--- config.mk ---
export PLATFORM = sky130hd
export DESIGN_NAME = dram_rd_prefetch
export DESIGN_NICKNAME = d
export VERILOG_FILES = /design/src/rtl/lenet_pkg.sv /design/src/rtl/sync_fifo.sv /design/src/rtl/dram_rd_prefetch.sv
export SDC_FILE = /design/constraint.sdc
export NUM_CORES = 1
export LEC_CHECK = 0
export BUFFER_PORTS_ARGS = -buffer_cell sky130_fd_sc_hd__buf_2
export CAP_MARGIN = 5
export CELL_PAD_IN_SITES_DETAIL_PLACEMENT = 1
export CELL_PAD_IN_SITES_GLOBAL_PLACEMENT = 1
export CORE_MARGIN = 1
export CORE_UTILIZATION = 40
export CTS_CLUSTER_DIAMETER = 80
export DETAILED_ROUTE_END_ITERATION = 10
export HOLD_SLACK_MARGIN = 0.08
export PLACE_DENSITY = 0.65
export SETUP_SLACK_MARGIN = 0.15
export SYNTH_ARGS = -nofsm -noshare
export SYNTH_HDL_FRONTEND = slang
export SYNTH_SLANG_ARGS = --single-unit
export TNS_END_PERCENT = 1
--- constraint.sdc ---
create_clock -name clk -period 6.1 [get_ports clk]
set_input_delay 1.22 -clock clk [delete_from_list [all_inputs] [get_ports clk]]
set_output_delay 1.22 -clock clk [all_outputs]
set_load 0.05 [all_outputs]
--- src/rtl/lenet_pkg.sv ---
// Shared defaults and FSM encoding for the lenet accelerator's DRAM read front end.
package lenet_pkg;

    localparam int ADDR_W_DFLT     = 18;
    localparam int DATA_W_DFLT     = 32;
    localparam int CNT_W_DFLT      = 16;
    localparam int FIFO_DEPTH_DFLT = 8;

    typedef enum logic [1:0] {
        IDLE  = 2'd0,
        ISSUE = 2'd1,
        DRAIN = 2'd2,
        DONE  = 2'd3
    } state_t;

endpackage

--- src/rtl/sync_fifo.sv ---
// Show-ahead synchronous FIFO: head always presents the oldest entry, count is the occupancy.
module sync_fifo #(
    parameter int DEPTH = 8,
    parameter int WIDTH = 32
) (
    input  logic                   clk,
    input  logic                   srst,
    input  logic                   push,
    input  logic [WIDTH-1:0]       push_data,
    input  logic                   pop,
    output logic [WIDTH-1:0]       head,
    output logic [$clog2(DEPTH):0] count
);
    localparam int PTR_W = $clog2(DEPTH);

    logic [WIDTH-1:0] mem_r [DEPTH];
    logic [PTR_W-1:0] wr_ptr_r;
    logic [PTR_W-1:0] rd_ptr_r;
    logic [PTR_W:0]   count_r;
    logic             do_push_s;
    logic             do_pop_s;

    // A full FIFO still accepts a push when a pop frees the head slot on the same edge.
    assign do_pop_s  = pop && (count_r != '0);
    assign do_push_s = push && ((count_r != (PTR_W+1)'(DEPTH)) || do_pop_s);

    // Pointer and occupancy registers.
    always_ff @(posedge clk) begin
        if (srst) begin
            wr_ptr_r <= '0;
            rd_ptr_r <= '0;
            count_r  <= '0;
        end else begin
            if (do_push_s) begin
                wr_ptr_r <= wr_ptr_r + PTR_W'(1);
            end
            if (do_pop_s) begin
                rd_ptr_r <= rd_ptr_r + PTR_W'(1);
            end
            case ({do_push_s, do_pop_s})
                2'b10:   count_r <= count_r + (PTR_W+1)'(1);
                2'b01:   count_r <= count_r - (PTR_W+1)'(1);
                default: count_r <= count_r;
            endcase
        end
    end

    // Storage array; contents need no reset because count gates visibility.
    always_ff @(posedge clk) begin
        if (do_push_s) begin
            mem_r[wr_ptr_r] <= push_data;
        end
    end

    assign head  = mem_r[rd_ptr_r];
    assign count = count_r;

endmodule

--- src/rtl/dram_rd_prefetch.sv ---
// DRAM read prefetcher: issues credit-limited reads from base_addr and streams the
// returned words to the consumer through a show-ahead FIFO.
module dram_rd_prefetch
    import lenet_pkg::*;
#(
    parameter int ADDR_W     = ADDR_W_DFLT,
    parameter int DATA_W     = DATA_W_DFLT,
    parameter int CNT_W      = CNT_W_DFLT,
    parameter int FIFO_DEPTH = FIFO_DEPTH_DFLT
) (
    input  logic              clk,
    input  logic              srst,
    input  logic              start,
    input  logic [ADDR_W-1:0] base_addr,
    input  logic [CNT_W-1:0]  word_cnt,
    output logic              busy,
    output logic              done,
    output logic              protocol_err,
    output logic              dram_en_rd,
    output logic [ADDR_W-1:0] dram_addr_rd,
    input  logic              dram_valid,
    input  logic [DATA_W-1:0] dram_data_rd,
    output logic [DATA_W-1:0] rd_data,
    output logic              rd_valid,
    input  logic              rd_ready
);
    localparam int OCC_W = $clog2(FIFO_DEPTH) + 1;

    state_t            state_r;
    state_t            state_s;
    logic [ADDR_W-1:0] addr_r;
    logic [CNT_W-1:0]  cnt_r;
    logic [CNT_W-1:0]  issued_r;
    logic [CNT_W-1:0]  popped_r;
    logic [OCC_W-1:0]  outst_r;
    logic [OCC_W-1:0]  fifo_count_s;
    logic [OCC_W:0]    credit_sum_s;
    logic [DATA_W-1:0] head_s;
    logic              req_s;
    logic              push_s;
    logic              pop_s;
    logic              stray_s;
    logic              last_pop_s;
    logic              busy_r;
    logic              done_r;
    logic              perr_r;

    // Responses only count against outstanding requests; anything else is a stray.
    assign push_s       = dram_valid && (outst_r != '0);
    assign stray_s      = dram_valid && (outst_r == '0);
    assign pop_s        = rd_valid && rd_ready;
    assign last_pop_s   = pop_s && ((popped_r + CNT_W'(1)) == cnt_r);
    assign credit_sum_s = {1'b0, fifo_count_s} + {1'b0, outst_r};

    // Next-state and request decode.
    always_comb begin
        state_s = state_r;
        req_s   = 1'b0;
        case (state_r)
            IDLE: begin
                if (start) begin
                    state_s = (word_cnt == '0) ? DONE : ISSUE;
                end else begin
                    state_s = IDLE;
                end
            end
            ISSUE: begin
                if (issued_r == cnt_r) begin
                    state_s = DRAIN;
                end else begin
                    state_s = ISSUE;
                    req_s   = (credit_sum_s < (OCC_W+1)'(FIFO_DEPTH));
                end
            end
            DRAIN: begin
                if (last_pop_s || (popped_r == cnt_r)) begin
                    state_s = DONE;
                end else begin
                    state_s = DRAIN;
                end
            end
            DONE:    state_s = IDLE;
            default: state_s = IDLE;
        endcase
    end

    // FSM, address/credit/pop counters and status flags.
    always_ff @(posedge clk) begin
        if (srst) begin
            state_r  <= IDLE;
            addr_r   <= '0;
            cnt_r    <= '0;
            issued_r <= '0;
            popped_r <= '0;
            outst_r  <= '0;
            busy_r   <= 1'b0;
            done_r   <= 1'b0;
            perr_r   <= 1'b0;
        end else begin
            state_r <= state_s;
            busy_r  <= (state_s != IDLE);
            done_r  <= (state_r == DONE);
            perr_r  <= perr_r || stray_s;
            if ((state_r == IDLE) && start) begin
                addr_r   <= base_addr;
                cnt_r    <= word_cnt;
                issued_r <= '0;
                popped_r <= '0;
            end else begin
                if (req_s) begin
                    addr_r   <= addr_r + ADDR_W'(1);
                    issued_r <= issued_r + CNT_W'(1);
                end
                if (pop_s) begin
                    popped_r <= popped_r + CNT_W'(1);
                end
            end
            case ({req_s, push_s})
                2'b10:   outst_r <= outst_r + OCC_W'(1);
                2'b01:   outst_r <= outst_r - OCC_W'(1);
                default: outst_r <= outst_r;
            endcase
        end
    end

    sync_fifo #(
        .DEPTH (FIFO_DEPTH),
        .WIDTH (DATA_W)
    ) u_fifo (
        .clk       (clk),
        .srst      (srst),
        .push      (push_s),
        .push_data (dram_data_rd),
        .pop       (pop_s),
        .head      (head_s),
        .count     (fifo_count_s)
    );

    assign rd_valid     = (fifo_count_s != '0);
    assign rd_data      = rd_valid ? head_s : '0;
    assign dram_en_rd   = req_s;
    assign dram_addr_rd = addr_r;
    assign busy         = busy_r;
    assign done         = done_r;
    assign protocol_err = perr_r;

endmodule

==> impl_metrics.csv, run 1 <==
group,metric,value,unit
drt,drc,12,
worst_hold_path,holdPathStages,2,
timing,finalCriticalPeriod,4.26,ns
critical_path,crit_path_cell_trace,"xor2_1 -> nor4_1 -> nand4_1 -> nand2b_1 -> buf_4 -> inv_1 -> buf_2",
drt,drt-initial-drc-count,481,
die,core_area,35700,um2
drt,via_per_inst,5.33,
worst_hold_path,holdPathEnd,"protocol_err",
critical_path,cp_slowest_stage_delay,0.55,ns
drt,dr_total_vias,8681,
timing,hold_viol_final,0,
synthesis,synth_top_flop_cell,"edfxtp_1",
global_routing,antenna_found_initial,2,
placement,io_buffers,125,
critical_path,r2r-start,"cnt_r[7]",
critical_path,critPathArrivalTime,3.04,ns
timing,worst_pin_slew,0.814,ns
layout,drive_above_1_share,0.241,
die,row_count,69,
synthesis,ys_ff_latch,344,
drt,wirelength,34.5,mm
status,outcome,"finished with violations",
synthesis,postSynthAreaPerCell,14.4,um2
timing,rsz0062_at_grt,"no",
critical_path,crit_path_end_kind,"output port",
timing,fmax,0.235,GHz
worst_hold_path,hold_class,"flip-flop to flip-flop",
clock_network,h-tree-depth,2,
clock_network,cts_resized,0,
die,die_area,37100,um2
critical_path,slowest_stage,"nor4_1",
critical_path,worstSetupPathDepth,7,
status,failed_checks,"DRC",
global_routing,grt_pass1_vias,9234,
die,die_h,193,um
pwr,p_total,7.12,mW
clock_network,cts_tree,"yes",
clock_network,cts_root_buf,"clkbuf_16",
critical_path,r2r_end,"outst_r[3]",
worst_hold_path,hold_start,"protocol_err",
clock_network,clk_latency,0.55,ns
synthesis,synth_seq_area_share,0.650,
drt,wire_per_inst,21.2,um
critical_path,crit_buf_inv,3,
drt,dr.pass1.iters,7,
drt,final_antenna_net_count,0,
critical_path,path_delay_family,"simple AND/OR/NAND/NOR gates",
run,drv_cap,0,
critical_path,cp.required,4.88,ns
global_routing,grtUsageTotal,0.192,
timing,fin_tns_setup,0,ns
synthesis,syn_area,14500,um2
die,initial_core_util,0.407,
die,ios,126,
placement,dpl.hpwl,22.0,mm
clock_network,holdBufCountCts,0,
synthesis,ys_types,56,
critical_path,reg2reg_slack,2.72,ns
global_routing,grt_max_degree,53,
synthesis,syn_inst,1011,
global_routing,grt_pass1_wl,53.6,mm
timing,slew_headroom,0.457,
timing,setup_violations,0,
clock_network,numCtsBuffers,38,
critical_path,cp-start-kind,"flip-flop",
critical_path,cp_max_fo,24,
clock_network,clock_sinks,344,
timing,final.setup_skew,0.0274,ns
layout,syn2layout_area_growth,15.8,%
pwr,power_density,423,nW/um2
pwr,peakVddDrop,316,uV
timing,drv_slew,0,
layout,num-fill-cells,3578,
synthesis,synth-edff-count,256,
critical_path,crit_type,"flip-flop to output port",
timing,fin_crit_sh,0.699,
die,die_w,193,um
synthesis,ys_async_sr_fraction,0,
placement,place_congestion,0.775,
critical_path,r2r_cells,12,
clock_network,clk_path_buf_depth,3,
global_routing,overflow,0,
synthesis,synth_fp_nets,1097,
layout,nNetsFinal,1225,
clock_network,postCtsSetupBuffers,0,
pwr,p_leak,5.69,nW
clock_network,clk_pin_slew_worst_paths,0.05,ns
synthesis,yosys_warnings,0,
how the worst max path moves through the flow:
stage	start	endpoint	slack (ns)
global route	u_fifo.count[1]	dram_en_rd	1.66
CTS	cnt_r[7]	dram_en_rd	1.80
finish	cnt_r[7]	dram_en_rd	1.84
detailed placement	dram_valid	u_fifo.mem_r[7][27]	2.25
floorplan	dram_valid	u_fifo.mem_r[3][0]	1.14
global placement	dram_valid	u_fifo.mem_r[7][26]	2.31
state kept, by name (all words and copies together) (netlist names), 3 cells and up, named ones only:
register	cells
issued_r	16
u_fifo.wr_ptr_r	3
popped_r	16
cnt_r	16
outst_r	4
u_fifo.count	4
dram_addr_rd	18
u_fifo.rd_ptr_r	3
u_fifo.mem_r	256
cell usage in the layout, fill, tap and decap left out, drive strengths merged, types with 2 or more instances in the layout:
| master | n |
|---|---|
| a221oi | 4 |
| o22ai | 3 |
| and4 | 4 |
| nor3 | 18 |
| nand2b | 5 |
| diode | 2 |
| nor3b | 6 |
| inv | 15 |
| nand4 | 15 |
| edfxtp | 256 |
| nor4 | 24 |
| ha | 13 |
| xnor2 | 46 |
| fa | 2 |
| clkbuf | 50 |
| nor2b | 4 |
| clkinvlp | 4 |
| a21oi | 39 |
| a21boi | 2 |
| dfxtp | 88 |
| mux4 | 64 |
| mux2i | 36 |
| or4 | 2 |
| nand2 | 82 |
| a21o | 3 |
| or3 | 3 |
| buf | 146 |
| a211oi | 12 |
| nand3 | 20 |
| o21ai | 12 |
| clkinv | 11 |
| nor2 | 107 |
| a31oi | 4 |
| xor2 | 45 |
| and3 | 8 |
synthesized netlist by cell type (all sizes together) (2+ instances only):
cell | count | area, um2
a21oi | 39 | 195
o22ai | 3 | 18.8
nand2b | 5 | 31.3
nand3 | 20 | 113
dfxtp | 88 | 1760
inv | 14 | 52.6
and4 | 4 | 37.5
nand2 | 82 | 308
ha | 13 | 163
or4 | 2 | 18.8
clkbuf | 34 | 130
a21o | 3 | 22.5
nand4 | 15 | 100
edfxtp | 256 | 7690
and3 | 8 | 55.1
o21ai | 12 | 60.1
mux4 | 64 | 1440
a221oi | 4 | 35.0
or3 | 3 | 18.8
fa | 2 | 40.0
a211oi | 12 | 95.1
a31oi | 4 | 25.0
xor2 | 45 | 394
nor3 | 18 | 90.1
xnor2 | 46 | 403
mux2i | 36 | 360
nor2 | 107 | 404
a21boi | 2 | 15.0
nor4 | 24 | 163
buf | 24 | 120
nor2b | 4 | 25.0
nor3b | 6 | 45.0
layout make-up:
class                           count  area (um2)  area share
Antenna cell                        2        5.00    0.000297
Inverter                           14        52.6     0.00312
Tap cell                          461         577      0.0343
Timing Repair Buffer              146         783      0.0465
Multi-Input combinational cell    595        4830       0.287
Clock inverter                     16         108     0.00639
Clock buffer                       50        1020      0.0604
Sequential cell                   344        9460       0.562
layer usage:
layer  part of all wire  global-route usage
met5            0.00029                   0
met2               0.49               0.322
met4              0.021              0.0618
met3              0.041              0.0324
met1               0.45               0.254
stage by stage:
step           std cells  setup slack, ns  utilization  hold slack, ns  cell area, um2
2_1_floorplan       1011             1.14            -           0.454           14500
3_3_place_gp        1560             2.31        0.440           0.446           15700
3_5_place_dp        1560             2.25        0.440           0.471           15700
4_1_cts             1626             1.80        0.472           0.487           16800
5_1_grt             1626             1.66        0.472           0.524           16800
6_report            1628             1.84        0.472           0.479           16800
power by group:
group          internal [mW]  total (mW)  switching (mW)
logic                  0.704        2.19            1.49
clock network           1.18        2.09           0.912
registers               2.67        2.84           0.170
cell families (layout without fill, tap and decap cells):
| kind of cell | after synthesis | in the layout | share of synthesized area |
|---|---|---|---|
| compound gates | 86 | 86 | 0.0363 |
| xor+xnor | 91 | 91 | 0.0549 |
| fa+ha+maj | 15 | 15 | 0.0140 |
| buf+inv | 72 | 226 | 0.0208 |
| flops | 344 | 344 | 0.650 |
| mux | 100 | 100 | 0.124 |
| other cells | 0 | 2 | 0 |
| simple gates | 303 | 303 | 0.0996 |
worst min-delay path, delay by kind of cell, from the launching register on:
| family | cells | cell delay (ns) |
|---|---|---|
| flops | 1 | 0.33 |
| compound gates | 1 | 0.04 |
| simple gates | 1 | 0.07 |
(Power assumes the default switching activity.)
==> run 2, diff against run 1 <==
Settings changed: ABC_AREA set to 1, PLACE_DENSITY 0.65 to 0.71.
Clock period 6.1 ns to 3.9 ns, I/O delays scaled along.
==> run 2 against run 1 <==
Via count is 31% higher. Synthesized cell count increased by 51%. Synthesized area up 4.5%. Worst setup slack got worse by 1.4 ns. The flow now finishes without violations. Largest power group unchanged. Critical endpoint is now rd_data[7]. Count of clock-buffer cells in the layout grew 13. Total power is 73% higher. Flip-flop and latch count unchanged. Largest cell class unchanged.
==> impl_metrics.csv, run 2 <==
group,metric,value,unit
status,outcome,"finished clean",
synthesis,yosys_warnings,0,
drt,wirelength,40.7,mm
synthesis,ys_ff_latch,344,
timing,rsz0062_at_grt,"no",
clock_network,cts_resized,0,
layout,final_common_cell,"nor2_1",
synthesis,postSynthAreaPerCell,9.97,um2
placement,dpl.hpwl,26.1,mm
synthesis,ys_top_cells_by_count,"nor2_1 (304), edfxtp_1 (256), o21ai_0 (221)",
timing,worst_pin_slew,1.05,ns
placement,dp.cells,2110,
timing,slew_headroom,0.302,
die,initial_core_util,0.405,
pwr,p_leak,6.55,nW
layout,nNetsFinal,1727,
global_routing,antenna_found_initial,1,
critical_path,cp.required,3.12,ns
drt,final_antenna_net_count,0,
placement,io_buffers,125,
drt,drc,0,
clock_network,numCtsBuffers,40,
global_routing,overflow,0,
synthesis,syn_area,15200,um2
pwr,power_density,693,nW/um2
clock_network,holdBufCountCts,0,
synthesis,synth_seq_area_share,0.622,
synthesis,synth-edff-count,256,
drt,wire_per_inst,18.6,um
global_routing,grtUsageTotal,0.212,
critical_path,cp_max_fo,40,
critical_path,path_delay_family,"buffers and inverters",
clock_network,postCtsSetupBuffers,0,
drt,wl_met1,18.4,mm
synthesis,synth_most_common_cell,"nor2_1",
clock_network,clk_latency,0.55,ns
clock_network,clk_path_buf_depth,3,
critical_path,crit_buf_inv,3,
critical_path,cp_slowest_stage_delay,0.56,ns
die,row_count,71,
global_routing,grt_pass1_vias,11900,
critical_path,slowest_stage,"inv_2",
worst_hold_path,hold_class,"flip-flop to flip-flop",
die,ios,126,
layout,layout_common_cells,"nor2_1 (296), edfxtp_1 (256), o21ai_0 (221)",
clock_network,clock_sinks,344,
placement,pre_cts_ws,0.794,ns
pwr,peakVddDrop,267,uV
synthesis,synth_fp_nets,1610,
synthesis,synth_top_cell_by_area,"edfxtp_1",
drt,dr_total_vias,11400,
global_routing,grt_pass1_wl,64.5,mm
timing,finalCriticalPeriod,3.49,ns
critical_path,cp-start-kind,"flip-flop",
synthesis,ys_async_sr_fraction,0,
synthesis,synthTopCellsByArea,"edfxtp_1 (51%), dfxtp_1 (12%), nor2_1 (7.5%)",
clock_network,h-tree-depth,2,
timing,hold_viol_final,0,
die,die_h,197,um
timing,fmax,0.286,GHz
layout,fin_cells,2185,
critical_path,cpMostUsedCell,"o21ai_0",
synthesis,ys_types,46,
layout,syn2layout_area_growth,16.7,%
drt,drt-initial-drc-count,600,
placement,placed_area,16400,um2
layout,regMostFlops,"u_fifo.mem_r",
critical_path,crit_type,"flip-flop to output port",
drt,wl_met2,20.1,mm
clock_network,cts_tree,"yes",
drt,dr.pass1.iters,5,
clock_network,clk_pin_slew_worst_paths,0.05,ns
layout,fin_area,17700,um2
timing,finalWorstSetupSlack,0.409,ns
layout,drive_above_1_share,0.150,
critical_path,crit_path_cell_trace,"inv_2 -> buf_4 -> o21ai_0 -> o22ai_1 -> o21ai_0 -> a31oi_1 -> buf_2",
global_routing,grt_max_degree,129,
run,drv_cap,0,
drt,top_layer_used,"met4",
timing,whs,0.460,ns
synthesis,synth_top_flop_cell,"edfxtp_1",
die,core_area,37500,um2
timing,drv_slew,0,
timing,setup_violations,0,
synthesis,syn_inst,1524,
drt,wl_met3,1.59,mm
timing,final.setup_skew,0.00974,ns
die,die_w,197,um
clock_network,cts_root_buf,"clkbuf_16",
die,die_area,38800,um2
critical_path,critPathArrivalTime,2.71,ns
timing,fin_crit_sh,0.895,
placement,place_congestion,0.824,
synthesis,synthDominantCellAreaShare,0.506,
drt,via_per_inst,5.22,
critical_path,crit_path_end_kind,"output port",
timing,fin_tns_setup,0,ns
layout,largest_reg_flops,256,
run 2: cell families (layout without fill, tap and decap cells):
family	Yosys count	after routing	synth area share
xor gates and xnor gates	53	53	0.0306
buffers and inverters	173	321	0.0463
DFF	344	344	0.622
muxes	1	1	0.000659
adders and majority gates	15	15	0.0133
and+or+nand+nor	581	581	0.161
other	0	2	0
AOI/OAI and AO/OA	357	357	0.126
run 2: final cells by class:
type                       instances  area (um2)
fill                            4232       19800
sequential                       344        9450
multi-input combinational       1007        5100
clock buffer                      63        1150
timing repair buffer             150         863
tap                              511         639
inverter                          98         369
clock inverter                    10         156
antenna                            2        5.00
run 2: per-layer routing:
metal / track usage / vias to the layer above
met5: 0 / -
met3: 0.0363 / 53
met4: 0.0537 / 0
met1: 0.272 / 5626
li1: - / 5516
met2: 0.371 / 202
run 2: worst paths after layout:
path | start | end | slack [ns] | cells after the start
worst max-delay path | flip-flop | rd_data[7] | 0.41 | 7
worst min-delay path | u_fifo.rd_ptr_r[2] | u_fifo.rd_ptr_r[2] | 0.46 | 1
worst max register to register | u_fifo.count[1] | outst_r[3] | 0.92 | 15
worst min register to register | u_fifo.rd_ptr_r[2] | u_fifo.rd_ptr_r[2] | 0.46 | 1
run 2: worst reg2reg max path: stages (launching register included):
cell and delay [ns]:
dfxtp_1 0.45, ha_1 0.28, nand3_1 0.09, nand2_1 0.07
a21boi_1 0.30, nand2_4 0.22, ha_1 0.30, ha_1 0.33
nand2_1 0.08, nor2_1 0.04, a211oi_1 0.26, nor2_1 0.07
nor2_1 0.09, nand2_1 0.07, o21ai_0 0.15, a21oi_1 0.06
run 2: power by group:
part / internal, mW / switching (mW) / leakage, nW / total (mW)
clock: 2.23 / 1.48 / 0.629 / 3.72
sequential: 4.28 / 0.203 / 3.03 / 4.48
combinational: 1.02 / 3.06 / 2.89 / 4.09
run 2: metrics by stage:
| stage | utilization | power (mW) |
|---|---|---|
| 2_1_floorplan | - | 7.46 |
| 3_3_place_gp | 0.438 | 8.56 |
| 3_5_place_dp | 0.438 | 8.67 |
| 4_1_cts | 0.473 | 12.4 |
| 5_1_grt | 0.473 | 12.9 |
| 6_report | 0.473 | 12.3 |
